File: config.mk
export PLATFORM = sky130hd
export DESIGN_NAME = leaf_rr_scheduler
export DESIGN_NICKNAME = d
export VERILOG_FILES = /design/src/rtl/leaf_sched_pkg.sv /design/src/rtl/leaf_rr_pick.sv /design/src/rtl/leaf_rr_scheduler.sv
export SDC_FILE = /design/constraint.sdc
export NUM_CORES = 1
export LEC_CHECK = 0
export CELL_PAD_IN_SITES_DETAIL_PLACEMENT = 1
export CELL_PAD_IN_SITES_GLOBAL_PLACEMENT = 1
export CORE_ASPECT_RATIO = 1.4
export CORE_MARGIN = 2
export CORE_UTILIZATION = 38
export DETAILED_ROUTE_END_ITERATION = 8
export HOLD_SLACK_MARGIN = 0.06
export PLACE_DENSITY_LB_ADDON = 0.1
export SETUP_SLACK_MARGIN = 0.4
export SLEW_MARGIN = 10
export SYNTH_ARGS = -nofsm -noshare
export SYNTH_HDL_FRONTEND = slang
export SYNTH_HIERARCHICAL = 1
export SYNTH_SLANG_ARGS = --single-unit
File: constraint.sdc
create_clock -name clk -period 4.3 [get_ports clk]
set_input_delay 0.86 -clock clk [delete_from_list [all_inputs] [get_ports clk]]
set_output_delay 0.86 -clock clk [all_outputs]
set_load 0.005 [all_outputs]
File: src/rtl/leaf_sched_pkg.sv
// ============================================================================
// Module      : leaf_sched_pkg
// Description : Shared types, default constants and helpers for the leaf
//               round-robin scheduler.
// Revision    : 1.0 - initial release
// ============================================================================
`default_nettype none

package leaf_sched_pkg;

    typedef enum logic [1:0] {
        IDLE    = 2'd0,
        OWNED   = 2'd1,
        RELEASE = 2'd2
    } sched_state_e;

    localparam int NUM_REQ_DEF  = 5;
    localparam int CNT_W_DEF    = 16;
    localparam int MAX_HOLD_DEF = 64;

    // Index width that stays at least one bit wide for a single requester.
    function automatic int idx_w(input int n);
        if (n < 2) begin
            return 1;
        end
        return $clog2(n);
    endfunction

endpackage : leaf_sched_pkg

`default_nettype wire

File: src/rtl/leaf_rr_pick.sv
// ============================================================================
// Module      : leaf_rr_pick
// Description : Combinational rotate-priority picker; returns the first set
//               request at or after ptr, wrapping modulo NUM_REQ.
// Revision    : 1.0 - initial release
// ============================================================================
`default_nettype none

module leaf_rr_pick
    import leaf_sched_pkg::*;
#(
    parameter int NUM_REQ = NUM_REQ_DEF,
    parameter int IW      = idx_w(NUM_REQ)
) (
    input  logic [NUM_REQ-1:0] req,
    input  logic [IW-1:0]      ptr,
    output logic               valid,
    output logic [IW-1:0]      idx
);

    int k;

    // Walk offsets from farthest to nearest so the nearest set bit wins.
    always_comb begin
        valid = |req;
        idx   = '0;
        k     = 0;
        for (int off = NUM_REQ - 1; off >= 0; off--) begin
            k = (int'(ptr) + off) % NUM_REQ;
            if (req[k]) begin
                idx = IW'(k);
            end
        end
    end

endmodule : leaf_rr_pick

`default_nettype wire

File: src/rtl/leaf_rr_scheduler.sv
// ============================================================================
// Module      : leaf_rr_scheduler
// Description : Exclusive round-robin grant of one shared resource among the
//               leaf instances of a root, with a saturating grant counter.
//               Optional forced revoke when LEAF_SCHED_TIMEOUT_EN is defined.
// Revision    : 1.0 - initial release
// ============================================================================
`default_nettype none

module leaf_rr_scheduler
    import leaf_sched_pkg::*;
#(
    parameter int NUM_REQ  = NUM_REQ_DEF,
    parameter int CNT_W    = CNT_W_DEF,
    parameter int MAX_HOLD = MAX_HOLD_DEF
) (
    input  logic                        clk,
    input  logic                        rst_n,
    input  logic [NUM_REQ-1:0]          req,
    input  logic [NUM_REQ-1:0]          done,
    output logic [NUM_REQ-1:0]          grant,
    output logic [idx_w(NUM_REQ)-1:0]   grant_id,
    output logic                        busy,
    output logic [CNT_W-1:0]            grant_cnt,
    output logic                        timeout
);

    localparam int IW = idx_w(NUM_REQ);

    sched_state_e        state_q,    state_d;
    logic [NUM_REQ-1:0]  grant_q,    grant_d;
    logic [IW-1:0]       grant_id_q, grant_id_d;
    logic [IW-1:0]       ptr_q,      ptr_d;
    logic [CNT_W-1:0]    cnt_q,      cnt_d;
    logic                timeout_q,  timeout_d;

    logic                pick_valid;
    logic [IW-1:0]       pick_idx;
    logic [IW-1:0]       ptr_next;

    leaf_rr_pick #(
        .NUM_REQ (NUM_REQ),
        .IW      (IW)
    ) u_pick (
        .req   (req),
        .ptr   (ptr_q),
        .valid (pick_valid),
        .idx   (pick_idx)
    );

    // Pointer moves one past the current owner whenever ownership ends.
    always_comb begin
        if (grant_id_q == IW'(NUM_REQ - 1)) begin
            ptr_next = '0;
        end else begin
            ptr_next = grant_id_q + 1'b1;
        end
    end

`ifdef LEAF_SCHED_TIMEOUT_EN
    localparam int HOLD_W = $clog2(MAX_HOLD + 1);

    logic [HOLD_W-1:0] hold_q, hold_d;

    always_ff @(posedge clk or negedge rst_n) begin
        if (!rst_n) begin
            hold_q <= '0;
        end else begin
            hold_q <= hold_d;
        end
    end
`endif

    always_comb begin
        state_d    = state_q;
        grant_d    = grant_q;
        grant_id_d = grant_id_q;
        ptr_d      = ptr_q;
        cnt_d      = cnt_q;
        timeout_d  = 1'b0;
`ifdef LEAF_SCHED_TIMEOUT_EN
        hold_d     = hold_q;
`endif

        unique case (state_q)
            IDLE, RELEASE: begin
                grant_d = '0;
                if (pick_valid) begin
                    state_d           = OWNED;
                    grant_d[pick_idx] = 1'b1;
                    grant_id_d        = pick_idx;
                    if (cnt_q != {CNT_W{1'b1}}) begin
                        cnt_d = cnt_q + 1'b1;
                    end
`ifdef LEAF_SCHED_TIMEOUT_EN
                    hold_d = '0;
`endif
                end else begin
                    state_d = IDLE;
                end
            end

            OWNED: begin
                // A done in the same cycle as the hold limit takes priority.
                if (done[grant_id_q]) begin
                    state_d = RELEASE;
                    grant_d = '0;
                    ptr_d   = ptr_next;
                end
`ifdef LEAF_SCHED_TIMEOUT_EN
                else if (hold_q == HOLD_W'(MAX_HOLD - 1)) begin
                    state_d   = RELEASE;
                    grant_d   = '0;
                    ptr_d     = ptr_next;
                    timeout_d = 1'b1;
                end else begin
                    hold_d = hold_q + 1'b1;
                end
`endif
            end

            default: begin
                state_d = IDLE;
                grant_d = '0;
            end
        endcase
    end

    always_ff @(posedge clk or negedge rst_n) begin
        if (!rst_n) begin
            state_q    <= IDLE;
            grant_q    <= '0;
            grant_id_q <= '0;
            ptr_q      <= '0;
            cnt_q      <= '0;
            timeout_q  <= 1'b0;
        end else begin
            state_q    <= state_d;
            grant_q    <= grant_d;
            grant_id_q <= grant_id_d;
            ptr_q      <= ptr_d;
            cnt_q      <= cnt_d;
            timeout_q  <= timeout_d;
        end
    end

    assign grant     = grant_q;
    assign grant_id  = grant_id_q;
    assign busy      = |grant_q;
    assign grant_cnt = cnt_q;
`ifdef LEAF_SCHED_TIMEOUT_EN
    assign timeout   = timeout_q;
`else
    assign timeout   = 1'b0;

    logic unused_timeout;
    assign unused_timeout = timeout_q;
`endif

endmodule : leaf_rr_scheduler

`default_nettype wire

==> results of run 1 <==
[worst register-to-register path: cells and delay by family, from the launching register on]
family	cells	cell delay [ns]
AOI/OAI and AO/OA	6	1.15
adders and majority gates	3	0.65
muxes	1	0.29
buffers and inverters	2	0.16
and+or+nand+nor	4	1.04
DFF	1	0.43
[final cells by class]
| type | instances | area share [%] |
|---|---|---|
| multi-input cells | 277 | 57.99 |
| flip-flops and latches | 29 | 18.24 |
| repair buffers | 73 | 16.11 |
| well taps | 97 | 3.046 |
| clock buffers | 7 | 2.418 |
| inverters | 20 | 2.072 |
| clock inverters | 1 | 0.1256 |
[registers in the layout, summed over array words and instances (netlist names)]
name	count
grant_cnt	16
grant	5
grant_id	3
ptr_q	3
state_q	2
[worst max path at each step]
stage / start / end / slack, ns / cells past startpoint
final: ptr_q[1]$_DFFE_PN0P_ / grant[4]$_DFFE_PN0P_ / 0.46 / 16
after CTS: ptr_q[2]$_DFFE_PN0P_ / grant[4]$_DFFE_PN0P_ / 0.38 / 15
after global routing: ptr_q[1]$_DFFE_PN0P_ / grant[4]$_DFFE_PN0P_ / 0.32 / 16
after floorplan: ptr_q[0]$_DFFE_PN0P_ / grant[4]$_DFFE_PN0P_ / 0.24 / 19
after detailed placement: ptr_q[1]$_DFFE_PN0P_ / grant[4]$_DFFE_PN0P_ / 0.19 / 15
after global placement: ptr_q[2]$_DFFE_PN0P_ / grant[4]$_DFFE_PN0P_ / 0.28 / 15
[layer usage]
metal / track usage [%] / vias to the layer above
met1: 23.11 / 1404
li1: - / 1378
met5: 0 / -
met2: 42.06 / 50
met3: 3.020 / 24
met4: 13.03 / 0
[placed cells by master (no fill, tap or decap), types with 3 or more instances in the layout]
| cell | count |
|---|---|
| nand3_1 | 8 |
| and3_1 | 4 |
| ha_1 | 15 |
| buf_4 | 36 |
| xor2_1 | 8 |
| dfrtp_1 | 28 |
| nor2_1 | 18 |
| o211ai_1 | 4 |
| clkbuf_8 | 7 |
| nand2b_1 | 5 |
| mux2i_1 | 15 |
| nor4_1 | 3 |
| xnor2_1 | 8 |
| nand4_1 | 3 |
| or2_2 | 5 |
| a21oi_1 | 18 |
| inv_1 | 15 |
| inv_4 | 3 |
| nand2_1 | 31 |
| mux2_2 | 10 |
| ha_2 | 3 |
| ha_4 | 5 |
| or3_1 | 3 |
| clkdlybuf4s50_1 | 36 |
| and2_1 | 3 |
| nor3_1 | 12 |
| o21ai_0 | 14 |
| a32o_1 | 3 |
[what timing repair did]
| action | in CTS | in global routing |
|---|---|---|
| buffers inserted | 11 | 16 |
| setup endpoints to repair | 7 | 8 |
| hold buffers | 0 | 0 |
| pin swaps | 6 | 22 |
| resized for setup | 12 | 26 |
[kinds of logic after synthesis]
logic type / share of synthesized area, %
AO/OA/AOI/OAI: 20.26
XOR/XNOR: 5.940
adder cells (fa/ha/maj): 9.829
buffers and inverters: 5.000
flip-flops: 24.79
multiplexers: 10.21
other: 0.1281
AND/OR/NAND/NOR: 23.85
[per-stage QoR]
| stage | utilization, % | worst slack [ns] | cell area [µm²] | cells |
|---|---|---|---|---|
| 2_1_floorplan | - | 0.2377 | 3030 | 342 |
| 3_3_place_gp | 47.15 | 0.2764 | 3492 | 469 |
| 3_5_place_dp | 47.15 | 0.1874 | 3492 | 469 |
| 4_1_cts | 50.49 | 0.3843 | 3740 | 488 |
| 5_1_grt | 53.80 | 0.3216 | 3985 | 504 |
| 6_report | 53.80 | 0.4643 | 3985 | 504 |
==> results by group, run 1 <==
Detailed routing
  • Wire per inst: between 15 and 20 µm
  • Routed WL: 9027 µm
  • Met3 wire len: about 160 µm
  • Via count: around 2,900
  • Top Layer Used: met4
  • Met1 WL: 3410 µm
  • Routed Antenna Nets: 0
  • Routed vias/inst: 5.667
  • Drt first pass iters: 4
  • Drt drc: 0
  • WL met2: between 5000 and 6000 µm
  • DRT iter0 DRCs: about 100

Worst setup path
  • Most Frequent Cell on Critical Path: ha_4
  • R2R Setup Slk: roughly 0.46 ns
  • Top delay family on crit path: compound AO/OA/AOI/OAI gates
  • Critical path cell sequence: inv_4, ha_4, inv_4, ha_4, o21ai_2, mux2_4, ha_4, or4_4, a21oi_4, nor2_4, a32o_2, or3_1, o211ai_1, a31o_1, nor2_1, a32o_1
  • CP max stage cell: or4_4
  • CP max stage delay: about 0.53 ns
  • Worst reg2reg path depth: 16
  • Number of buffers and inverters on the critical path: 2
  • CP arrival: roughly 4 ns
  • Crit Reg-Reg Startpoint: ptr_q[1]$_DFFE_PN0P_
  • Crit end category: flop
  • Reg2reg end: grant[4]$_DFFE_PN0P_
  • CP Max Fanout: 6
  • Worst setup SP type: flop
  • Setup CP Type: reg2reg
  • CP Data Required Time: 4.48 ns

GRT
  • Largest net degree at the start of global routing: 30
  • Initial antenna violation count: 0
  • Global route overflow: 0
  • Via count of the first global-routing pass: 3,055
  • Gr usage total: 22.28%
  • First-pass GRT wire length: around 15,000 µm

Synthesis
  • Cell count after synthesis: 342
  • EDFF count, synth: 0
  • Yosys cell types: 74
  • FF+latch count, synth: 29
  • Most frequent cells after synthesis: 32 x nand2_1, 29 x dfrtp_1, 23 x ha_1
  • Synth async-reset ratio: 100.0%
  • Sequential area share after synthesis: 24.79%
  • Synth top area cells: dfrtp_1 25%, ha_1 9.8%, mux2i_1 5.5%, nand2_1 4.1%, mux2_2 3.8%
  • Most instantiated library cell after synthesis: nand2_1
  • Leading area contributor after synthesis: dfrtp_1
  • Post-Syn Area per Cell: 8.561 µm²
  • Mapped Area: ~0.003 mm²
  • Area share of the largest cell type after synthesis: about a quarter
  • Syn Nets: roughly 380
  • Most used DFF post-synth: dfrtp_1
  • Synth warnings: 6

Floorplan
  • Initial core utilization: 39.53%
  • DIE AREA: around 0.0084 mm²
  • Row cnt: 37
  • Io pins: 38
  • Die extent in x: around 78 µm
  • Die height: between 100 and 150 µm
  • Core area: 0.007407 mm²

STA
  • Final setup TNS: 0 ns
  • Final worst path period need: about 3.8 ns
  • Hold slack: approximately 0.52 ns
  • Final hold vios: 0
  • Final setup fails: 0
  • Unrepaired setup endpoints after global routing: true
  • Worst Tran Pin Value: about 0.6 ns
  • Max-slew violation count: 0
  • Fin crit share: 89.20%
  • Max-slew headroom: about three fifths
  • Setup Skew: 0.008512 ns
  • Max Fclk: ~260 MHz

CTS
  • Max clock buf depth: 2
  • Worst-Skew Late Latency: 0.29 ns
  • CTS tree: built
  • CTS clk-pin slew, worst paths: 0.07 ns
  • Clock tree sinks: 29
  • H-tree depth: 2
  • Root buffer cell: clkbuf_8
  • CTS Buf Count: 5

Min path
  • Worst Hold Path EP: grant_cnt[9]$_DFFE_PN0P_
  • HP Class: reg2reg
  • Hold Path Depth: 1
  • Worst hold start: grant_cnt[9]$_DFFE_PN0P_

Run
  • Max-Cap Viols: 0

Placement
  • Hpwl dp: about 6700 µm
  • Number of port buffers: 36
  • Gp weighted congestion: 0.8998

Cells and area
  • Nets: ~440
  • Fillers: slightly below 900
  • Footprint of the multi-input gates: about 0.0023 mm²
  • Layout cells sized above 1: ~28%
  • P&R area growth vs syn: 36.11%
  • Register area: around 730 µm²
  • ANT cells: 0

Outcome
  • Status: finished clean
Power of run 1 is not shown: default switching activity piles up to over one toggle a cycle in this logic, so the estimate is an artifact.
==> run 2: changes to the inputs <==
--- a/config.mk
+++ b/config.mk
@@ -11,8 +11,9 @@
 export CORE_MARGIN = 2
 export CORE_UTILIZATION = 38
 export DETAILED_ROUTE_END_ITERATION = 8
+export GPL_TIMING_DRIVEN = 0
 export HOLD_SLACK_MARGIN = 0.06
-export PLACE_DENSITY_LB_ADDON = 0.1
+export PLACE_DENSITY = 0.77
 export SETUP_SLACK_MARGIN = 0.4
 export SLEW_MARGIN = 10
 export SYNTH_ARGS = -nofsm -noshare
==> constraint.sdc (replaced) <==
create_clock -name clk -period 4.3 [get_ports clk]
set_input_delay 0.86 -clock clk [delete_from_list [all_inputs] [get_ports clk]]
set_output_delay 0.86 -clock clk [all_outputs]
set_load 0.05 [all_outputs]
==> run 2 against run 1 <==
Maximum frequency fell by 3.8%. Global-route usage rose by 1.7 points. First-iteration DRC count rose by 1.9%. Clock skew fell by 0.0068 ns. Clock-buffer cell count did not move. Utilization rose by 0.93 points. Sequential share of layout area fell by 0.25 points. Via count rose by 2.5%. Non-clock buffer count did not move. Hold slack improved by 0.013 ns.
==> results by group, run 2 (synthesis gave the netlist of run 1 again) <==
Cells and area
  • Layout cells sized above 1: 30.22%
  • ANT cells: 0
  • Commonest cells after routing, fill and taps aside: 32 x clkdlybuf4s50_1, 29 x nand2_1, 26 x dfrtp_1
  • Design area: around 0.004 mm²
  • Largest register FFs: 16
  • Nets: roughly 440
  • Most common cell after layout, fill and taps aside: clkdlybuf4s50_1
  • P&R area growth vs syn: 38.46%

Detailed routing
  • Met3 wire len: between 200 and 250 µm
  • Wire per inst: slightly below 20 µm
  • Drt drc: 0
  • DRT iter0 DRCs: roughly 110
  • Routed Antenna Nets: 0
  • Routed vias/inst: 5.808
  • Met1 WL: 3763 µm
  • Top Layer Used: met4
  • WL met2: between 5000 and 6000 µm
  • Routed WL: a little under 10,000 µm
  • Via count: around 2,900
  • Drt first pass iters: 4

Min path
  • HP Class: reg2reg

CTS
  • Worst-Skew Late Latency: approximately 0.28 ns
  • CTS Hold Bufs: 0
  • H-tree depth: 2
  • CTS Buf Count: 5
  • CTS clk-pin slew, worst paths: around 0.060 ns
  • Clock tree sinks: 29
  • Root buffer cell: clkbuf_8
  • Max clock buf depth: 2
  • CTS tree: built

Floorplan
  • Row cnt: 37
  • DIE AREA: approximately 0.0084 mm²
  • Core area: between 0.007 and 0.008 mm²
  • Die extent in x: approximately 80 µm
  • Initial core utilization: roughly two fifths
  • Io pins: 38
  • Die height: roughly 110 µm

Worst setup path
  • CP Max Fanout: 4
  • Setup CP Type: reg2reg
  • CP arrival: roughly 4.2 ns
  • CP Data Required Time: 4.47 ns
  • Worst setup SP type: flop
  • Crit end category: flop

Run
  • Max-Cap Viols: 0

STA
  • Final worst path period need: 3.987 ns
  • Final hold vios: 0
  • Unrepaired setup endpoints after global routing: true
  • Max-slew headroom: between 50% and 60%
  • Setup Skew: 0.001675 ns
  • Fin crit share: slightly above 90%
  • Worst Tran Pin Value: between 0.6 and 0.7 ns
  • Max Fclk: roughly 250 MHz
  • Final setup fails: 0
  • Final WS setup: 0.3130 ns
  • Max-slew violation count: 0

Outcome
  • Status: finished clean

Placement
  • Number of port buffers: 33
  • Gp weighted congestion: 0.8177
  • Post-DP Area: roughly 0.0035 mm²
  • Pre-CTS setup slack: -0.4063 ns
  • Hpwl dp: about 6700 µm

GRT
  • Gr usage total: roughly a quarter
  • Global route overflow: 0
  • First-pass GRT wire length: between 15,000 and 20,000 µm
  • Via count of the first global-routing pass: approximately 3,200
  • Initial antenna violation count: 0
  • Largest net degree at the start of global routing: 30
run 2: cell types whose count changed in the layout (fill, tap and decap cells not counted), moves of 3 or more:
cell             change
clkbuf_1             +8
buf_6                +3
clkdlybuf4s50_1      -4
buf_4               -14
run 2: worst paths after layout:
check                                               from                         to  slack (ns)  depth (start not counted)
worst max-delay path                ptr_q[0]$_DFFE_PN0P_       grant[2]$_DFFE_PN0P_        0.31                         20
worst min-delay path            grant_cnt[0]$_DFFE_PN0P_   grant_cnt[0]$_DFFE_PN0P_        0.54                          1
worst max register to register      ptr_q[0]$_DFFE_PN0P_       grant[2]$_DFFE_PN0P_        0.31                         20
worst min register to register  grant_cnt[0]$_DFFE_PN0P_   grant_cnt[0]$_DFFE_PN0P_        0.54                          1
max in group asynchronous                          rst_n       ptr_q[1]$_DFFE_PN0P_        3.23                          1
min in group asynchronous                          rst_n  grant_cnt[10]$_DFFE_PN0P_        0.60                          1
run 2: repair_timing:
| action | CTS | global route |
|---|---|---|
| setup endpoints to repair | 8 | 8 |
| setup buffers | 19 | 5 |
| resized for setup | 41 | 28 |
| pin swaps | 23 | 22 |
run 2: layer usage:
| layer | GRT usage [%] | vias to the layer above |
|---|---|---|
| met4 | 9.524 | 0 |
| met5 | 0 | - |
| met3 | 2.097 | 25 |
| met2 | 47.11 | 67 |
| li1 | - | 1380 |
| met1 | 25.78 | 1455 |
run 2: layout make-up:
| class | instances | area, µm² |
|---|---|---|
| tap | 97 | 121.4 |
| sequential | 29 | 729.5 |
| fill | 838 | 3353 |
| inverter | 20 | 102.6 |
| clock buffer | 7 | 96.34 |
| multi-input combinational | 277 | 2346 |
| timing repair buffer | 57 | 516.7 |
| buffer | 16 | 136.4 |
| clock inverter | 1 | 5.005 |
run 2: worst max-delay path, stage by stage (launching register included):
cell	delay (ns)
dfrtp_2	0.43
buf_8	0.13
buf_12	0.12
clkinv_8	0.04
ha_4	0.13
inv_4	0.04
ha_4	0.27
buf_8	0.09
o21ai_2	0.04
mux2_4	0.29
ha_4	0.17
or4_4	0.52
a21oi_4	0.21
a211oi_4	0.07
a32o_2	0.29
nor2_2	0.10
nor3_2	0.06
o41ai_2	0.36
buf_4	0.20
nor2_4	0.05
a32o_1	0.24
run 2: metrics by stage:
| stage | setup TNS, ns | hold WS, ns | util, % | instances |
|---|---|---|---|---|
| finish | 0 | 0.5363 | 54.73 | 504 |
| global route | 0 | 0.5544 | 54.73 | 504 |
| CTS | 0 | 0.5411 | 52.55 | 499 |
| detailed placement | -2.096 | 0.5114 | 46.94 | 472 |
| global placement | -1.274 | 0.5059 | 47.01 | 472 |
| floorplan | 0 | 0.5417 | - | 342 |
Power of run 2 is left out for the same reason.
==> run 3: changes to the inputs <==
--- a/config.mk
+++ b/config.mk
@@ -8,7 +8,7 @@
 export CELL_PAD_IN_SITES_DETAIL_PLACEMENT = 1
 export CELL_PAD_IN_SITES_GLOBAL_PLACEMENT = 1
 export CORE_ASPECT_RATIO = 1.4
-export CORE_MARGIN = 2
+export CORE_MARGIN = 8
 export CORE_UTILIZATION = 38
 export DETAILED_ROUTE_END_ITERATION = 8
 export GPL_TIMING_DRIVEN = 0
==> run 3 against run 2 <==
Register-to-register slack lost 0.06 ns. Clock skew grew 0.0057 ns. First-iteration DRC count decreased by 8.5%. Sequential share of layout area grew 0.48 points. Clock-buffer cell count unchanged.
==> results by group, run 3 (synthesis gave the netlist of run 1 again) <==
STA
  • Max-slew headroom: 55.86%
  • Setup Skew: 0.007352 ns
  • Unrepaired setup endpoints after global routing: true
  • Fin crit share: between 90% and 100%
  • Max-slew violation count: 0
  • Final hold vios: 0
  • Final setup fails: 0
  • Worst Tran Pin Value: ~0.66 ns
  • Final WS setup: 0.2568 ns
  • Max Fclk: approximately 250 MHz
  • Final worst path period need: approximately 4.0 ns

Cells and area
  • Most common cell after layout, fill and taps aside: clkdlybuf4s50_1
  • Layout cells sized above 1: 27.41%
  • Largest register FFs: 16
  • P&R area growth vs syn: 34.87%
  • ANT cells: 0
  • Nets: about 440
  • Commonest cells after routing, fill and taps aside: 32 x clkdlybuf4s50_1, 31 x nand2_1, 26 x dfrtp_1

GRT
  • Initial antenna violation count: 0
  • Via count of the first global-routing pass: a little over 3,000
  • Largest net degree at the start of global routing: 30
  • Gr usage total: roughly 17%
  • First-pass GRT wire length: 15,530 µm
  • Global route overflow: 0

CTS
  • Max clock buf depth: 2
  • CTS tree: built
  • CTS Hold Bufs: 0
  • H-tree depth: 2
  • CTS Buf Count: 5
  • Root buffer cell: clkbuf_8
  • Clock tree sinks: 29
  • Worst-Skew Late Latency: 0.29 ns
  • CTS clk-pin slew, worst paths: 0.07 ns

Detailed routing
  • Drt first pass iters: 4
  • Routed vias/inst: ~5.7
  • Routed Antenna Nets: 0
  • Wire per inst: 18.87 µm
  • Via count: between 2,000 and 3,000
  • Routed WL: between 9000 and 10,000 µm
  • DRT iter0 DRCs: 97
  • Drt drc: 0

Worst setup path
  • CP max stage cell: or4_4
  • R2R Setup Slk: roughly 0.26 ns
  • Worst setup SP type: flop
  • Critical path cell sequence: buf_8, buf_12, inv_8, ha_4, inv_4, ha_4, buf_8, o21ai_2, mux2_4, ha_4, or4_4, a21oi_4, a211oi_2, a32o_2, or3_1, o211ai_1, a31o_1, nor2_2, a32o_1
  • Setup CP Type: reg2reg
  • Most Frequent Cell on Critical Path: ha_4
  • CP max stage delay: between 0.5 and 0.6 ns
  • CP Max Fanout: 4
  • CP Data Required Time: ~4.5 ns
  • CP arrival: around 4.2 ns
  • Crit end category: flop

Run
  • Max-Cap Viols: 0

Floorplan
  • Die height: roughly 120 µm
  • Core area: about 0.0076 mm²
  • Io pins: 38
  • Initial core utilization: about two fifths
  • DIE AREA: ~0.011 mm²
  • Row cnt: 38
  • Die extent in x: around 90 µm

Placement
  • Gp weighted congestion: 0.8159
  • Hpwl dp: between 6000 and 7000 µm
  • Pre-CTS setup slack: -0.3235 ns
  • Number of port buffers: 33

Outcome
  • Status: finished clean

Min path
  • HP Class: reg2reg
-- run 3: cell types whose count changed in the layout (fill, tap and decap cells not counted), sizes merged --
cell / delta
clkbuf: -1
buf: -1
-- run 3: layout make-up --
| type | instances | area, µm² |
|---|---|---|
| buffer | 16 | 121.4 |
| clock buffer | 7 | 96.34 |
| clock inverter | 1 | 5.005 |
| fill | 900 | 3659 |
| inverter | 20 | 97.59 |
| multi-input combinational | 277 | 2280 |
| sequential | 29 | 729.5 |
| tap | 100 | 125.1 |
| timing repair buffer | 55 | 494.2 |
-- run 3: what timing repair did --
| action | in CTS | in global routing |
|---|---|---|
| resized for setup | 34 | 20 |
| hold endpoints to repair | 0 | 0 |
| setup buffers | 17 | 5 |
| pin swaps | 19 | 14 |
| endpoints found under the setup margin | 8 | 8 |
| cloned | 0 | 0 |
-- run 3: path summary, 6_finish.rpt --
kind                                       from                   endpoint  cells past startpoint
min                        grant[3]$_DFFE_PN0P_       grant[3]$_DFFE_PN0P_                      1
max                        ptr_q[0]$_DFFE_PN0P_       grant[4]$_DFFE_PN0P_                     19
min in group asynchronous                 rst_n  grant_cnt[11]$_DFFE_PN0P_                      1
max reg2reg                ptr_q[0]$_DFFE_PN0P_       grant[4]$_DFFE_PN0P_                     19
max in group asynchronous                 rst_n       ptr_q[1]$_DFFE_PN0P_                      1
min reg2reg                grant[3]$_DFFE_PN0P_       grant[3]$_DFFE_PN0P_                      1
-- run 3: metrics by stage --
stage               hold WS, ns  cells  cell area (µm²)  setup TNS, ns  utilization [%]
floorplan                0.5417    342             3030              0                -
global placement         0.5179    475             3486        -0.6168            45.82
detailed placement       0.5149    475             3481         -1.506            45.76
CTS                      0.5335    500             3840              0            50.48
global route             0.5562    505             3949              0            51.91
finish                   0.5307    505             3949              0            51.91
-- run 3: critical path, delay by kind of cell (launching register included) --
kind,cells,cell delay [ns]
adder cells (fa/ha/maj),3,0.58
AO/OA/AOI/OAI,7,1.30
flip-flops,1,0.42
multiplexers,1,0.29
AND/OR/NAND/NOR,3,0.91
buffers and inverters,5,0.43
-- run 3: per-layer routing --
layer	vias to the layer above	wire (µm)	global-route usage, %
li1	1374	-	-
met1	1448	3897	18.56
met2	51	5057	32.73
met3	21	194	2.313
met4	0	378	9.091
met5	-	0	0
Power of run 3 is left out for the same reason.
